`config.mk`:
```
export PLATFORM = sky130hd
export DESIGN_NAME = mm_dma
export DESIGN_NICKNAME = d
export VERILOG_FILES = /design/src/rtl/mm_dma.sv
export SDC_FILE = /design/constraint.sdc
export NUM_CORES = 1
export LEC_CHECK = 0
export ABC_AREA = 1
export ABC_CLOCK_PERIOD_IN_PS = 1900
export BUFFER_PORTS_ARGS = -buffer_cell sky130_fd_sc_hd__buf_2
export CAP_MARGIN = 25
export CORE_ASPECT_RATIO = 0.75
export CORE_MARGIN = 4
export CORE_UTILIZATION = 51
export CTS_BUF_LIST = sky130_fd_sc_hd__clkbuf_8 sky130_fd_sc_hd__clkbuf_16
export DETAILED_ROUTE_END_ITERATION = 10
export GPL_ROUTABILITY_DRIVEN = 1
export PLACE_DENSITY = 0.84
export SETUP_SLACK_MARGIN = 0.3
export SLEW_MARGIN = 10
export SYNTH_ARGS = -nofsm -noshare
export SYNTH_HDL_FRONTEND = slang
export SYNTH_SLANG_ARGS = --single-unit
```
`constraint.sdc`:
```
create_clock -name wb_clk_i -period 1.9 [get_ports wb_clk_i]
set_clock_uncertainty 0.2 [all_clocks]
set_input_delay 0.285 -clock wb_clk_i [delete_from_list [all_inputs] [get_ports wb_clk_i]]
set_output_delay 0.285 -clock wb_clk_i [all_outputs]
set_load 0.02 [all_outputs]
```
`src/rtl/mm_dma.sv`:
```
// mm_dma: Wishbone-master DMA that loads the 4x4 matrix-multiply accelerator
// from memory, waits for its result and drains the result back to memory.
// The CPU programs SRC, DST and CTRL through a small Wishbone-slave register file.
module mm_dma #(
    parameter logic [31:0] CFG_BASE     = 32'h3840_0000,
    parameter logic [31:0] ACC_IN_ADDR  = 32'h3830_0000,
    parameter logic [31:0] ACC_OUT_ADDR = 32'h3830_0010,
    parameter int          N_IN         = 32,
    parameter int          N_OUT        = 16
) (
    input  logic        wb_clk_i,
    input  logic        wb_rst_i,
    input  logic        wbs_stb_i,
    input  logic        wbs_cyc_i,
    input  logic        wbs_we_i,
    input  logic [3:0]  wbs_sel_i,
    input  logic [31:0] wbs_adr_i,
    input  logic [31:0] wbs_dat_i,
    output logic        wbs_ack_o,
    output logic [31:0] wbs_dat_o,
    output logic        m_cyc_o,
    output logic        m_stb_o,
    output logic        m_we_o,
    output logic [3:0]  m_sel_o,
    output logic [31:0] m_adr_o,
    output logic [31:0] m_dat_o,
    input  logic [31:0] m_dat_i,
    input  logic        m_ack_i,
    input  logic        acc_ready_i,
    input  logic        acc_done_i,
    output logic        irq_o
);

    localparam logic [5:0] IN_LAST  = 6'(N_IN - 1);
    localparam logic [4:0] OUT_LAST = 5'(N_OUT - 1);

    typedef enum logic [2:0] {
        ST_IDLE      = 3'd0,
        ST_RD_SRC    = 3'd1,
        ST_WR_ACC    = 3'd2,
        ST_WAIT_DONE = 3'd3,
        ST_RD_ACC    = 3'd4,
        ST_WR_DST    = 3'd5
    } state_t;

    state_t      state_r, state_n;

    // config slave
    logic        ack_r, seen_r;
    logic [31:0] rdata_r;
    logic [31:0] src_reg_r, dst_reg_r;
    logic        done_r, err_r;

    // master datapath
    logic        m_cyc_r, m_stb_r, m_we_r;
    logic [3:0]  m_sel_r;
    logic [31:0] m_adr_r, m_dat_r;
    logic [31:0] src_ptr_r, dst_ptr_r, data_r;
    logic [5:0]  in_cnt_r;
    logic [4:0]  out_cnt_r;

    // decode and control strobes
    logic        sel_ctrl_s, sel_src_s, sel_dst_s, hit_s, access_s, wr_s;
    logic        busy_s, start_req_s, start_ok_s, start_err_s;
    logic        ack_s, xfer_state_s, issue_s, job_end_s;
    logic [31:0] rd_mux_s, iss_adr_s, iss_dat_s;
    logic        iss_we_s;
    logic        unused_s;

    // byte selects are not decoded: only full-word accesses exist
    assign unused_s    = &{1'b0, wbs_sel_i};

    assign sel_ctrl_s  = (wbs_adr_i == CFG_BASE);
    assign sel_src_s   = (wbs_adr_i == (CFG_BASE + 32'd4));
    assign sel_dst_s   = (wbs_adr_i == (CFG_BASE + 32'd8));
    assign hit_s       = wbs_stb_i & wbs_cyc_i & (sel_ctrl_s | sel_src_s | sel_dst_s);
    // one access per strobe: a held strobe is served only once
    assign access_s    = hit_s & ~seen_r;
    assign wr_s        = access_s & wbs_we_i;
    assign busy_s      = (state_r != ST_IDLE);
    assign start_req_s = wr_s & sel_ctrl_s & wbs_dat_i[0] & ~busy_s;
    assign start_ok_s  = start_req_s & acc_ready_i;
    assign start_err_s = start_req_s & ~acc_ready_i;

    assign ack_s        = m_stb_r & m_ack_i;
    assign xfer_state_s = (state_r == ST_RD_SRC) | (state_r == ST_WR_ACC) |
                          (state_r == ST_RD_ACC) | (state_r == ST_WR_DST);
    // a strobe is raised only from a low strobe, which guarantees the idle
    // cycle between transfers that the accelerator's edge counter relies on
    assign issue_s      = xfer_state_s & ~m_stb_r;
    assign job_end_s    = ack_s & (state_r == ST_WR_DST) & (out_cnt_r == OUT_LAST);

    // Read-data multiplexer for the config registers
    always_comb begin
        rd_mux_s = 32'd0;
        if (sel_ctrl_s) begin
            rd_mux_s = {28'd0, err_r, done_r, busy_s, 1'b0};
        end else if (sel_src_s) begin
            rd_mux_s = src_reg_r;
        end else if (sel_dst_s) begin
            rd_mux_s = dst_reg_r;
        end else begin
            rd_mux_s = 32'd0;
        end
    end

    // Address, direction and data of the transfer the current state issues
    always_comb begin
        iss_adr_s = 32'd0;
        iss_we_s  = 1'b0;
        iss_dat_s = 32'd0;
        case (state_r)
            ST_RD_SRC: iss_adr_s = src_ptr_r;
            ST_WR_ACC: begin
                iss_adr_s = ACC_IN_ADDR;
                iss_we_s  = 1'b1;
                iss_dat_s = data_r;
            end
            ST_RD_ACC: iss_adr_s = ACC_OUT_ADDR;
            ST_WR_DST: begin
                iss_adr_s = dst_ptr_r;
                iss_we_s  = 1'b1;
                iss_dat_s = data_r;
            end
            default: begin
                iss_adr_s = 32'd0;
                iss_we_s  = 1'b0;
                iss_dat_s = 32'd0;
            end
        endcase
    end

    // Next-state logic of the job sequencer
    always_comb begin
        state_n = state_r;
        case (state_r)
            ST_IDLE: begin
                if (start_ok_s) state_n = ST_RD_SRC;
                else            state_n = ST_IDLE;
            end
            ST_RD_SRC: begin
                if (ack_s) state_n = ST_WR_ACC;
                else       state_n = ST_RD_SRC;
            end
            ST_WR_ACC: begin
                if (ack_s && (in_cnt_r == IN_LAST)) state_n = ST_WAIT_DONE;
                else if (ack_s)                     state_n = ST_RD_SRC;
                else                                state_n = ST_WR_ACC;
            end
            ST_WAIT_DONE: begin
                if (acc_done_i) state_n = ST_RD_ACC;
                else            state_n = ST_WAIT_DONE;
            end
            ST_RD_ACC: begin
                if (ack_s) state_n = ST_WR_DST;
                else       state_n = ST_RD_ACC;
            end
            ST_WR_DST: begin
                if (ack_s && (out_cnt_r == OUT_LAST)) state_n = ST_IDLE;
                else if (ack_s)                       state_n = ST_RD_ACC;
                else                                  state_n = ST_WR_DST;
            end
            default: state_n = ST_IDLE;
        endcase
    end

    // Sequencer state register
    always_ff @(posedge wb_clk_i) begin
        if (wb_rst_i) state_r <= ST_IDLE;
        else          state_r <= state_n;
    end

    // Master bus signals, pointers, counters and the data holding register
    always_ff @(posedge wb_clk_i) begin
        if (wb_rst_i) begin
            m_cyc_r   <= 1'b0;
            m_stb_r   <= 1'b0;
            m_we_r    <= 1'b0;
            m_sel_r   <= 4'h0;
            m_adr_r   <= 32'd0;
            m_dat_r   <= 32'd0;
            src_ptr_r <= 32'd0;
            dst_ptr_r <= 32'd0;
            data_r    <= 32'd0;
            in_cnt_r  <= 6'd0;
            out_cnt_r <= 5'd0;
        end else begin
            m_sel_r <= 4'hF;
            if (ack_s) begin
                m_cyc_r <= 1'b0;
                m_stb_r <= 1'b0;
                m_we_r  <= 1'b0;
            end else if (issue_s) begin
                m_cyc_r <= 1'b1;
                m_stb_r <= 1'b1;
                m_we_r  <= iss_we_s;
                m_adr_r <= iss_adr_s;
                m_dat_r <= iss_dat_s;
            end
            if (ack_s && ((state_r == ST_RD_SRC) || (state_r == ST_RD_ACC))) begin
                data_r <= m_dat_i;
            end
            if (start_ok_s) begin
                src_ptr_r <= src_reg_r;
                dst_ptr_r <= dst_reg_r;
                in_cnt_r  <= 6'd0;
                out_cnt_r <= 5'd0;
            end else begin
                if (ack_s && (state_r == ST_RD_SRC)) src_ptr_r <= src_ptr_r + 32'd4;
                if (ack_s && (state_r == ST_WR_ACC)) in_cnt_r  <= in_cnt_r + 6'd1;
                if (ack_s && (state_r == ST_WR_DST)) begin
                    dst_ptr_r <= dst_ptr_r + 32'd4;
                    out_cnt_r <= out_cnt_r + 5'd1;
                end
            end
        end
    end

    // Config slave: ack pulse, read data, SRC/DST and CTRL status bits
    always_ff @(posedge wb_clk_i) begin
        if (wb_rst_i) begin
            ack_r     <= 1'b0;
            seen_r    <= 1'b0;
            rdata_r   <= 32'd0;
            src_reg_r <= 32'd0;
            dst_reg_r <= 32'd0;
            done_r    <= 1'b0;
            err_r     <= 1'b0;
        end else begin
            seen_r  <= hit_s;
            ack_r   <= access_s;
            rdata_r <= (access_s && !wbs_we_i) ? rd_mux_s : 32'd0;
            if (wr_s && sel_src_s && !busy_s) src_reg_r <= wbs_dat_i;
            if (wr_s && sel_dst_s && !busy_s) dst_reg_r <= wbs_dat_i;
            // completion beats a simultaneous DONE clear
            if (job_end_s)                              done_r <= 1'b1;
            else if (start_ok_s)                        done_r <= 1'b0;
            else if (wr_s && sel_ctrl_s && wbs_dat_i[2]) done_r <= 1'b0;
            if (start_err_s)                            err_r <= 1'b1;
            else if (start_ok_s)                        err_r <= 1'b0;
            else if (wr_s && sel_ctrl_s && wbs_dat_i[3]) err_r <= 1'b0;
        end
    end

    assign wbs_ack_o = ack_r;
    assign wbs_dat_o = rdata_r;
    assign m_cyc_o   = m_cyc_r;
    assign m_stb_o   = m_stb_r;
    assign m_we_o    = m_we_r;
    assign m_sel_o   = m_sel_r;
    assign m_adr_o   = m_adr_r;
    assign m_dat_o   = m_dat_r;
    assign irq_o     = done_r;

endmodule

```
==> impl_results.md, run 1 <==
* Chip height at approximately 150 µm
* Synth warn at 0
* Buffer depth of the longest clock path at 3
* Largest net degree at the start of global routing at 57
* Clock sink total at 277
* Synthesized flop and latch total at 277
* First error message: [ERROR GRT-0232] Routing congestion too high. Check the congestion heatmap in the GUI.
* Starting Density at 52.5%
* Die extent in x at 191 µm
* Grt total ovfl at 7
* Initial antenna violation count at 20
* Synth Cell Area at 12800 µm²
* IO buf count at 208
* Root buffer cell: clkbuf_16
* HPWL Detailed at 29800 µm
* CTS buffer count at 27
* Yosys cell types at 41
* Ports at 213
* Post-synth net total at around 1900
* Synth top area cells: dfxtp_1 (43%), nand2_1 (8.5%), nor2_1 (7.9%)
* Yosys top cell by area: dfxtp_1
* Yosys top cell area share at 43.4%
* Cell Rows at 49
* Stopping stage: 5_1_grt
* H-Tree Level Count at 1
* Register area share after synthesis at 43.4%
* Status: stopped before the end
* Final Wtd Congestion at approximately 0.96
* Gr usage total at 71.9%
* Placed Instances at 2406
* Cells after synthesis at 1780
* Worst_ep grt: src_ptr_r[5]$_SDFFE_PP0P_/D
* Avg Inst Size Synth at 7.18 µm²
* Worst_ep kind: register data pin
cells in the mapped netlist, drive strengths merged:
master	instances
clkbuf	76
o21bai	1
o21a	4
a21oi	145
o2111ai	1
or2	6
nor2	284
o21ai	141
nand3b	2
a22oi	26
a31oi	7
nor3	29
nor3b	2
inv	174
a211oi	1
dfxtp	277
buf	38
xnor2	10
xor2	35
nor4	8
o211ai	2
nand2	291
nand4	77
a32oi	31
and3	5
nand3	102
ha	5
layer usage:
layer  GRT overflow  GRT usage, %
met1              0          70.6
met2              2          80.0
met3              0          68.5
met4              4          67.9
met5              1          50.5
logic make-up after synthesis:
| kind of cell | Yosys count | synth area share (%) |
|---|---|---|
| xor+xnor | 45 | 3.08 |
| buf+inv | 288 | 9.10 |
| compound gates | 359 | 15.9 |
| fa+ha+maj | 5 | 0.489 |
| simple gates | 806 | 28.1 |
| flops | 277 | 43.4 |
per-stage QoR:
stage	setup TNS, ns	setup WS [ns]	area, µm²
after floorplan	-0.902	-0.0365	13100
after global placement	-44.16	-0.374	15700
after detailed placement	-49.75	-0.387	15700
after CTS	-3.24	-0.0848	18400
what timing repair did:
item,in CTS
gates cloned,11
buffers inserted,34
hold buffers,65
pin swaps,53
hold endpoints to repair,102
resized for setup,174
setup endpoints to repair,276
==> run 2: changes to the inputs <==
ABC_CLOCK_PERIOD_IN_PS = 2500   (was 1900)
CORE_ASPECT_RATIO = not set   (was 0.75)
CORE_UTILIZATION = 40   (was 51)
CTS_BUF_LIST = not set   (was sky130_fd_sc_hd__clkbuf_8 sky130_fd_sc_hd__clkbuf_16)
PLACE_DENSITY = not set   (was 0.84)
PLACE_DENSITY_LB_ADDON = 0.15   (was not set)
SETUP_SLACK_MARGIN = not set   (was 0.3)
clock period = 2.5 ns   (was 1.9 ns; I/O delays follow)
==> run 2 against run 1 <==
  * The flow now finishes without violations
  * Synthesized area unchanged
  * Synthesized cell count unchanged
==> impl_results.md, run 2 <==
* Number of antenna-violating nets in the routed design at 0
* Final Wtd Congestion at 0.916 (was 0.958)
* Routed wire length per instance at 17.2 µm
* Total Routed Length at around 42000 µm
* Grt total ovfl at 0
* P&R area growth vs syn at 25.3%
* Fmax at roughly 430 MHz
* Sw Pwr at 2.09 mW
* Largest net degree at the start of global routing at 58
* Ports at 213 (unchanged)
* Commonest non-fill, non-tap cell in the layout: nand2_1
* Register area share after synthesis at 43.4% (unchanged)
* Crit-path cells: ha_1 > nand2_1 > nor3_4 > inv_2 > nor2_2 > nand2_1 > nor3_2 > nand3_1 > nand3_1 > nand2_1 > nor2_1 > nor2_1
* Starting Density at 40.5% (was 52.5%)
* DRC at 0
* Final std cells w/o fill at 2450
* Top_reg_cell synth: dfxtp_1 (unchanged)
* HPWL Detailed at 29600 µm (was 29800 µm)
* 1st-iter DRT viols at 993
* Post-synth net total at 1893 (unchanged)
* CTS buffer count at 31 (was 27)
* Final min period at about 2.3 ns
* Ys async rst share at 0% (unchanged)
* Max-Cap Viols at 0
* Synth Cell Area at 12800 µm² (unchanged)
* Buffer depth of the longest clock path at 3 (unchanged)
* Vias at 12800
* Clock share of power at 48.0%
* CTS tree: built
* Synth warn at 0 (unchanged)
* H-Tree Level Count at 1 (unchanged)
* Final Net Count at 2138
* Initial antenna violation count at 2
* Placed Instances at 2325 (was 2406)
* CP max stage delay at approximately 0.40 ns
* Most frequent cells in the layout: nand2_1 (289), dfxtp_1 (276), nor2_1 (265)
* Avg Inst Size Synth at 7.18 µm² (unchanged)
* Count leader, synth: nand2_1 (unchanged)
* RSZ-0062 raised after global routing: no
* First-pass DRT Iterations at 5
* Worst Tran Pin Value at 0.610 ns
* Max rail drop VDD at 0.491 mV
* First-pass GRT wire length at 66800 µm
* Hold Path Origin: wbs_adr_i[2]
* Hold Crit Depth at 5
* Reg-to-reg slack, setup at roughly 0.17 ns
* Total inserted antenna cells at 0
* Leak pwr at 6.70 nW
* Flop pwr share at between 40% and 50%
* Die Area at between 30000 and 40000 µm²
* RR Endpoint: src_ptr_r[26]$_SDFFE_PP0P_
* Crit path arrival time at 2.57 ns
* CP top delay family: simple AND/OR/NAND/NOR gates
* Drt via density at 5.23
* Root buffer cell: clkbuf_16 (unchanged)
* Clk Latency, worst-skew pair at ~0.57 ns
* # setup viols final at 0
* Synthesized flop and latch total at 277 (unchanged)
* Most frequent CP cell: nand2_1
* Bufs and invs on worst path at 1
* Clock sink total at 277 (unchanged)
* Chip height at 187 µm (was 145 µm)
* Yosys top cell area share at 43.4% (unchanged)
* Min-delay worst type: input pin to register
* Worst reg-to-reg path cell count at 12
* Final period util at between 90 and 100%
* Gr usage total at 23.2%
* Net Sw Frac at 22.8%
* Slew margin rel. at about three fifths
* Synth top area cells: dfxtp_1 (43%), nand2_1 (8.5%), nor2_1 (7.9%) (unchanged)
* Worst Setup End Kind: register
* Pwr dens at 573 nW/µm²
* Die extent in x at 187 µm (was 191 µm)
* Crit-path max FO at 5
* Vias in the first global route at 12000
* Yosys cell types at 41 (unchanged)
* Final setup TNS at 0 ns
* WHS Endpoint: wbs_dat_o[1]$_SDFF_PP0_
* Cell Rows at 65 (was 49)
* Final hold vios at 0
* Reg2Reg Launch Point: src_ptr_r[2]$_SDFFE_PP0P_
* Slowest-stage cell, CP: dfxtp_1
* Crit Path Category: register to register
* Clock transition at path regs at approximately 0.070 ns
* Combinational power share at between 3 and 4%
* CP required at 2.74 ns
* Post-synth EDFFs at 0 (unchanged)
* Max-slew violations at 0
* Worst setup margin at 0.167 ns
* Core Area at roughly 32000 µm²
* Cell internal pwr at 7.08 mW
* Most instantiated cells after synthesis: nand2_1 (289), dfxtp_1 (277), nor2_1 (269), inv_1 (155), a21oi_1 (145) (unchanged)
* Yosys top cell by area: dfxtp_1 (unchanged)
* Final Util at 50.7%
* Share of post-route cells with drive strength above 1 at between 10% and 20%
* Levels on crit path at 12
* Startpoint types: register
* IO buf count at 208 (unchanged)
* Pre-CTS setup slack at -0.0228 ns (was -0.387 ns)
* Cells after synthesis at 1780 (unchanged)
* Status: finished, final reports clean (was stopped before the end)
[run 2: tightest hold or removal path, stage by stage]
cell	delay, ns
buf_2	0.13
nor2_4	0.05
nand3_2	0.10
nand2_1	0.06
nor2_1	0.11
[run 2: kinds of logic after synthesis]
kind of cell	after synthesis	share of synthesized area, %
buffers and inverters	288	9.10
xor gates and xnor gates	45	3.08
and+or+nand+nor	806	28.1
DFF	277	43.4
adders and majority gates	5	0.489
AOI/OAI and AO/OA	359	15.9
[run 2: stage by stage]
step	total power, mW	cell area [µm²]	hold WS [ns]
floorplan	4.64	12800	0.234
global placement	4.78	14300	0.246
detailed placement	4.78	14300	0.253
CTS	9.25	16000	0.0981
global route	9.49	16000	0.124
finish	9.18	16000	0.106
[run 2: area by class of cell]
class	count	area, µm²
fill	3145	15500
clock inverter	15	123
timing repair buffer	326	2230
tap	402	503
multi-input combinational	1215	6100
sequential	277	5550
inverter	174	656
clock buffer	41	853
[run 2: timing repair]
action	4_1_cts	5_1_grt
resized for setup	0	5
hold endpoints to repair	104	0
buffers inserted	0	2
setup endpoints to repair	0	5
hold buffers	67	0
[run 2: power by group through the flow]
stage | Clock [mW] | Sequential, mW | Combinational (mW)
final | 4.40 | 4.41 | 0.357
after global routing | 4.68 | 4.41 | 0.393
after CTS | 4.49 | 4.41 | 0.352
after detailed placement | 0 | 4.51 | 0.270
after global placement | 0 | 4.51 | 0.267
after floorplan | 0 | 4.51 | 0.122
[run 2: layer usage]
layer / global-route usage [%] / wire, µm
met2: 36.7 / 18900
met1: 32.1 / 18700
met4: 7.00 / 1330
met5: 0 / 21
met3: 4.75 / 3300
[run 2: worst max path at each step]
| stage | start | endpoint | slack [ns] |
|---|---|---|---|
| 6_report | src_ptr_r[2]$_SDFFE_PP0P_ | src_ptr_r[26]$_SDFFE_PP0P_ | 0.17 |
| 5_1_grt | src_ptr_r[2]$_SDFFE_PP0P_ | src_ptr_r[26]$_SDFFE_PP0P_ | 0.02 |
| 2_1_floorplan | wbs_adr_i[15] | dst_ptr_r[16]$_SDFFE_PP0P_ | 0.46 |
| 4_1_cts | state_r[0]$_SDFF_PP0_ | src_ptr_r[6]$_SDFFE_PP0P_ | 0.13 |
| 3_5_place_dp | wbs_adr_i[1] | src_ptr_r[3]$_SDFFE_PP0P_ | -0.02 |
| 3_3_place_gp | wbs_adr_i[13] | src_ptr_r[3]$_SDFFE_PP0P_ | 0.01 |
(Power assumes the default switching activity.)
==> run 3: changes to the inputs <==
ABC_AREA = 0   (was 1)
CAP_MARGIN = 20   (was 25)
SKIP_LAST_GASP = 1   (was not set)
==> run 3 against run 2 <==
  * Clock power is 17% higher
  * Cell area decreased by 3.6%
  * Worst hold slack worse by 0.083 ns
  * Global-route usage fell by 1.3 points
  * Routed wire length fell by 12%
  * Clock-buffer cell count is 5 lower
  * Via count down 9.7%
==> impl_results.md, run 3 <==
* Total Routed Length at 37000 µm (was 42200 µm)
* Ports at 213 (unchanged)
* Post_cts resized at 0 (unchanged)
* Yosys top cell by area: dfxtp_1 (unchanged)
* Count leader, synth: dfxtp_1 (was nand2_1)
* Die extent in x at 180 µm (was 187 µm)
* Final hold vios at 0 (unchanged)
* Vias at 11600 (was 12800)
* CP required at 2.72 ns (was 2.74 ns)
* Vias in the first global route at 11000 (was 12000)
* Yosys top cell area share at 47.0% (was 43.4%)
* Placed Instances at 1989 (was 2325)
* HPWL Detailed at 25700 µm (was 29600 µm)
* CP top delay family: buffers and inverters (was simple AND/OR/NAND/NOR gates)
* Crit-path cells: dlygate4sd3_1 > buf_2 > nor4b_2 > and4_1 > nand3_4 > buf_4 > nand2_1 > buf_4 > a211oi_1 (was ha_1 > nand2_1 > nor3_4 > inv_2 > nor2_2 > nand2_1 > nor3_2 > nand3_1 > nand3_1 > nand2_1 > nor2_1 > nor2_1)
* Initial antenna violation count at 0 (was 2)
* Share of post-route cells with drive strength above 1 at 20.9% (was 17.9%)
* CTS tree: built (unchanged)
* Gr usage total at 21.9% (was 23.2%)
* Max rail drop VDD at 0.453 mV (was 0.491 mV)
* Final setup TNS at 0 ns (unchanged)
* CP max stage delay at 0.52 ns (was 0.40 ns)
* Slew margin rel. at 58.1% (was 59.3%)
* Synth top area cells: dfxtp_1 (47%), nand2_1 (8.4%), a21oi_1 (7.0%) (was dfxtp_1 (43%), nand2_1 (8.5%), nor2_1 (7.9%))
* Register area share after synthesis at 47.0% (was 43.4%)
* Sw Pwr at 2.02 mW (was 2.09 mW)
* Worst setup margin at 0.156 ns (was 0.167 ns)
* Max-Cap Viols at 0 (unchanged)
* Slowest-stage cell, CP: dlygate4sd3_1 (was dfxtp_1)
* Cell internal pwr at 7.83 mW (was 7.08 mW)
* Clock transition at path regs at 0.06 ns (was 0.07 ns)
* RSZ-0062 raised after global routing: no (unchanged)
* Largest net degree at the start of global routing at 74 (was 58)
* Grt total ovfl at 0 (unchanged)
* Root buffer cell: clkbuf_16 (unchanged)
* Number of antenna-violating nets in the routed design at 0 (unchanged)
* Clock share of power at 52.2% (was 48.0%)
* Core Area at 28900 µm² (was 31600 µm²)
* Synth warn at 0 (unchanged)
* 1st-iter DRT viols at 865 (was 993)
* Drt via density at 5.47 (was 5.23)
* Post-synth EDFFs at 0 (unchanged)
* Final Util at 53.4% (was 50.7%)
* Cell Rows at 62 (was 65)
* Min-delay worst type: input pin to register (unchanged)
* Post-synth net total at 1546 (was 1893)
* Final period util at 93.7% (was 93.3%)
* Ys async rst share at 0% (unchanged)
* Crit path arrival time at 2.56 ns (was 2.57 ns)
* First-pass GRT wire length at 59200 µm (was 66800 µm)
* Clk Latency, worst-skew pair at 0.55 ns (was 0.57 ns)
* P&R area growth vs syn at 30.9% (was 25.3%)
* Cells after synthesis at 1433 (was 1780)
* Routed wire length per instance at 17.5 µm (was 17.2 µm)
* Status: finished, final reports clean (unchanged)
* Buffer depth of the longest clock path at 3 (unchanged)
* Final Wtd Congestion at 0.891 (was 0.916)
* IO buf count at 208 (unchanged)
* Bufs and invs on worst path at 4 (was 1)
* Yosys cell types at 65 (was 41)
* Die Area at 32300 µm² (was 34900 µm²)
* CTS buffer count at 31 (unchanged)
* Crit Path Category: input pin to register (was register to register)
* # setup viols final at 0 (unchanged)
* Crit-path max FO at 12 (was 5)
* Most frequent cells in the layout: dfxtp_1 (276), nand2_1 (264), buf_2 (207) (was nand2_1 (289), dfxtp_1 (276), nor2_1 (265))
* Worst Setup End Kind: register (unchanged)
* Final Net Count at 1822 (was 2138)
* Starting Density at 40.8% (was 40.5%)
* First-pass DRT Iterations at 5 (unchanged)
* Commonest non-fill, non-tap cell in the layout: dfxtp_1 (was nand2_1)
* Flop pwr share at 44.8% (was 48.1%)
* Leak pwr at 5.68 nW (was 6.70 nW)
* Max-slew violations at 0 (unchanged)
* Worst Tran Pin Value at 0.622 ns (was 0.610 ns)
* Clock sink total at 277 (unchanged)
* Avg Inst Size Synth at 8.23 µm² (was 7.18 µm²)
* Final min period at 2.34 ns (was 2.33 ns)
* Most instantiated cells after synthesis: dfxtp_1 (277), nand2_1 (264), a21oi_1 (166), nor2_1 (127), clkbuf_1 (73) (was nand2_1 (289), dfxtp_1 (277), nor2_1 (269), inv_1 (155), a21oi_1 (145))
* Final std cells w/o fill at 2115 (was 2450)
* Combinational power share at 3.0% (was 3.9%)
* Fmax at 427 MHz (was 429 MHz)
* Synthesized flop and latch total at 277 (unchanged)
* H-Tree Level Count at 1 (unchanged)
* Pre-CTS setup slack at 0.00619 ns (was -0.0228 ns)
* Total inserted antenna cells at 0 (unchanged)
* Power Total at 9.86 mW (was 9.18 mW)
* DRC at 0 (unchanged)
* Synth Cell Area at 11800 µm² (was 12800 µm²)
* Pwr dens at 638 nW/µm² (was 573 nW/µm²)
* Chip height at 180 µm (was 187 µm)
* Most frequent CP cell: buf_4 (was nand2_1)
* Setup Buffers After CTS at 0 (unchanged)
* Net Sw Frac at 20.5% (was 22.8%)
* Startpoint types: input pin (was register)
* Top_reg_cell synth: dfxtp_1 (unchanged)
* Hold_buf cts at 71 (was 67)
-- run 3: layout make-up --
cell class                      count  area, µm²
Timing Repair Buffer              355       2470
Fill cell                        2776      13500
Clock buffer                       36        815
Multi-Input combinational cell   1022       5710
Tap cell                          384        480
Sequential cell                   277       5550
Inverter                           22       82.6
Clock inverter                     19        342
-- run 3: path summary, 6_finish.rpt --
check,from,endpoint,slack [ns],depth (start not counted)
max reg2reg,state_r[0]$_SDFF_PP0_,dst_ptr_r[12]$_SDFFE_PP0P_,0.18,7
min,acc_ready_i,irq_o$_SDFFE_PP0P_,0.02,4
max,wbs_dat_i[0],out_cnt_r[4]$_SDFFE_PP0P_,0.16,9
min reg2reg,data_r[26]$_SDFFE_PP0P_,data_r[26]$_SDFFE_PP0P_,0.25,2
-- run 3: tightest hold or removal path: cells and delay by family --
family / cells / cell delay (ns)
buf+inv: 1 / 0.09
compound gates: 3 / 0.27
-- run 3: through the flow --
| step | hold slack (ns) | area (µm²) |
|---|---|---|
| 3_5_place_dp | 0.246 | 13600 |
| 6_report | 0.0235 | 15400 |
| 5_1_grt | 0.0362 | 15400 |
| 4_1_cts | 0.00539 | 15400 |
| 3_3_place_gp | 0.242 | 13600 |
| 2_1_floorplan | 0.236 | 11800 |
-- run 3: per-layer routing --
metal  wire (µm)  track usage [%]  vias to the layer above
met4        1300             7.50                        0
met5           0                0                        -
met1       15500             27.9                     5496
met2       18300             38.1                      324
li1            -                -                     5675
met3        1960             3.19                       74
-- run 3: power by group through the flow --
stage | sequential, mW | combinational (mW) | clock (mW)
3_3_place_gp | 4.51 | 0.213 | 0
3_5_place_dp | 4.51 | 0.212 | 0
6_report | 4.41 | 0.299 | 5.14
4_1_cts | 4.41 | 0.299 | 5.26
5_1_grt | 4.41 | 0.325 | 5.41
2_1_floorplan | 4.51 | 0.0831 | 0
-- run 3: logic make-up (layout without fill, tap and decap cells) --
kind of cell / count (synthesis) / in the layout / synth area share (%)
adder cells (fa/ha/maj): 5 / 5 / 0.530
AO/OA/AOI/OAI: 335 / 335 / 17.9
AND/OR/NAND/NOR: 628 / 628 / 25.4
flip-flops: 277 / 277 / 47.0
buffers and inverters: 134 / 432 / 4.79
XOR/XNOR: 17 / 17 / 1.26
multiplexers: 37 / 37 / 3.14
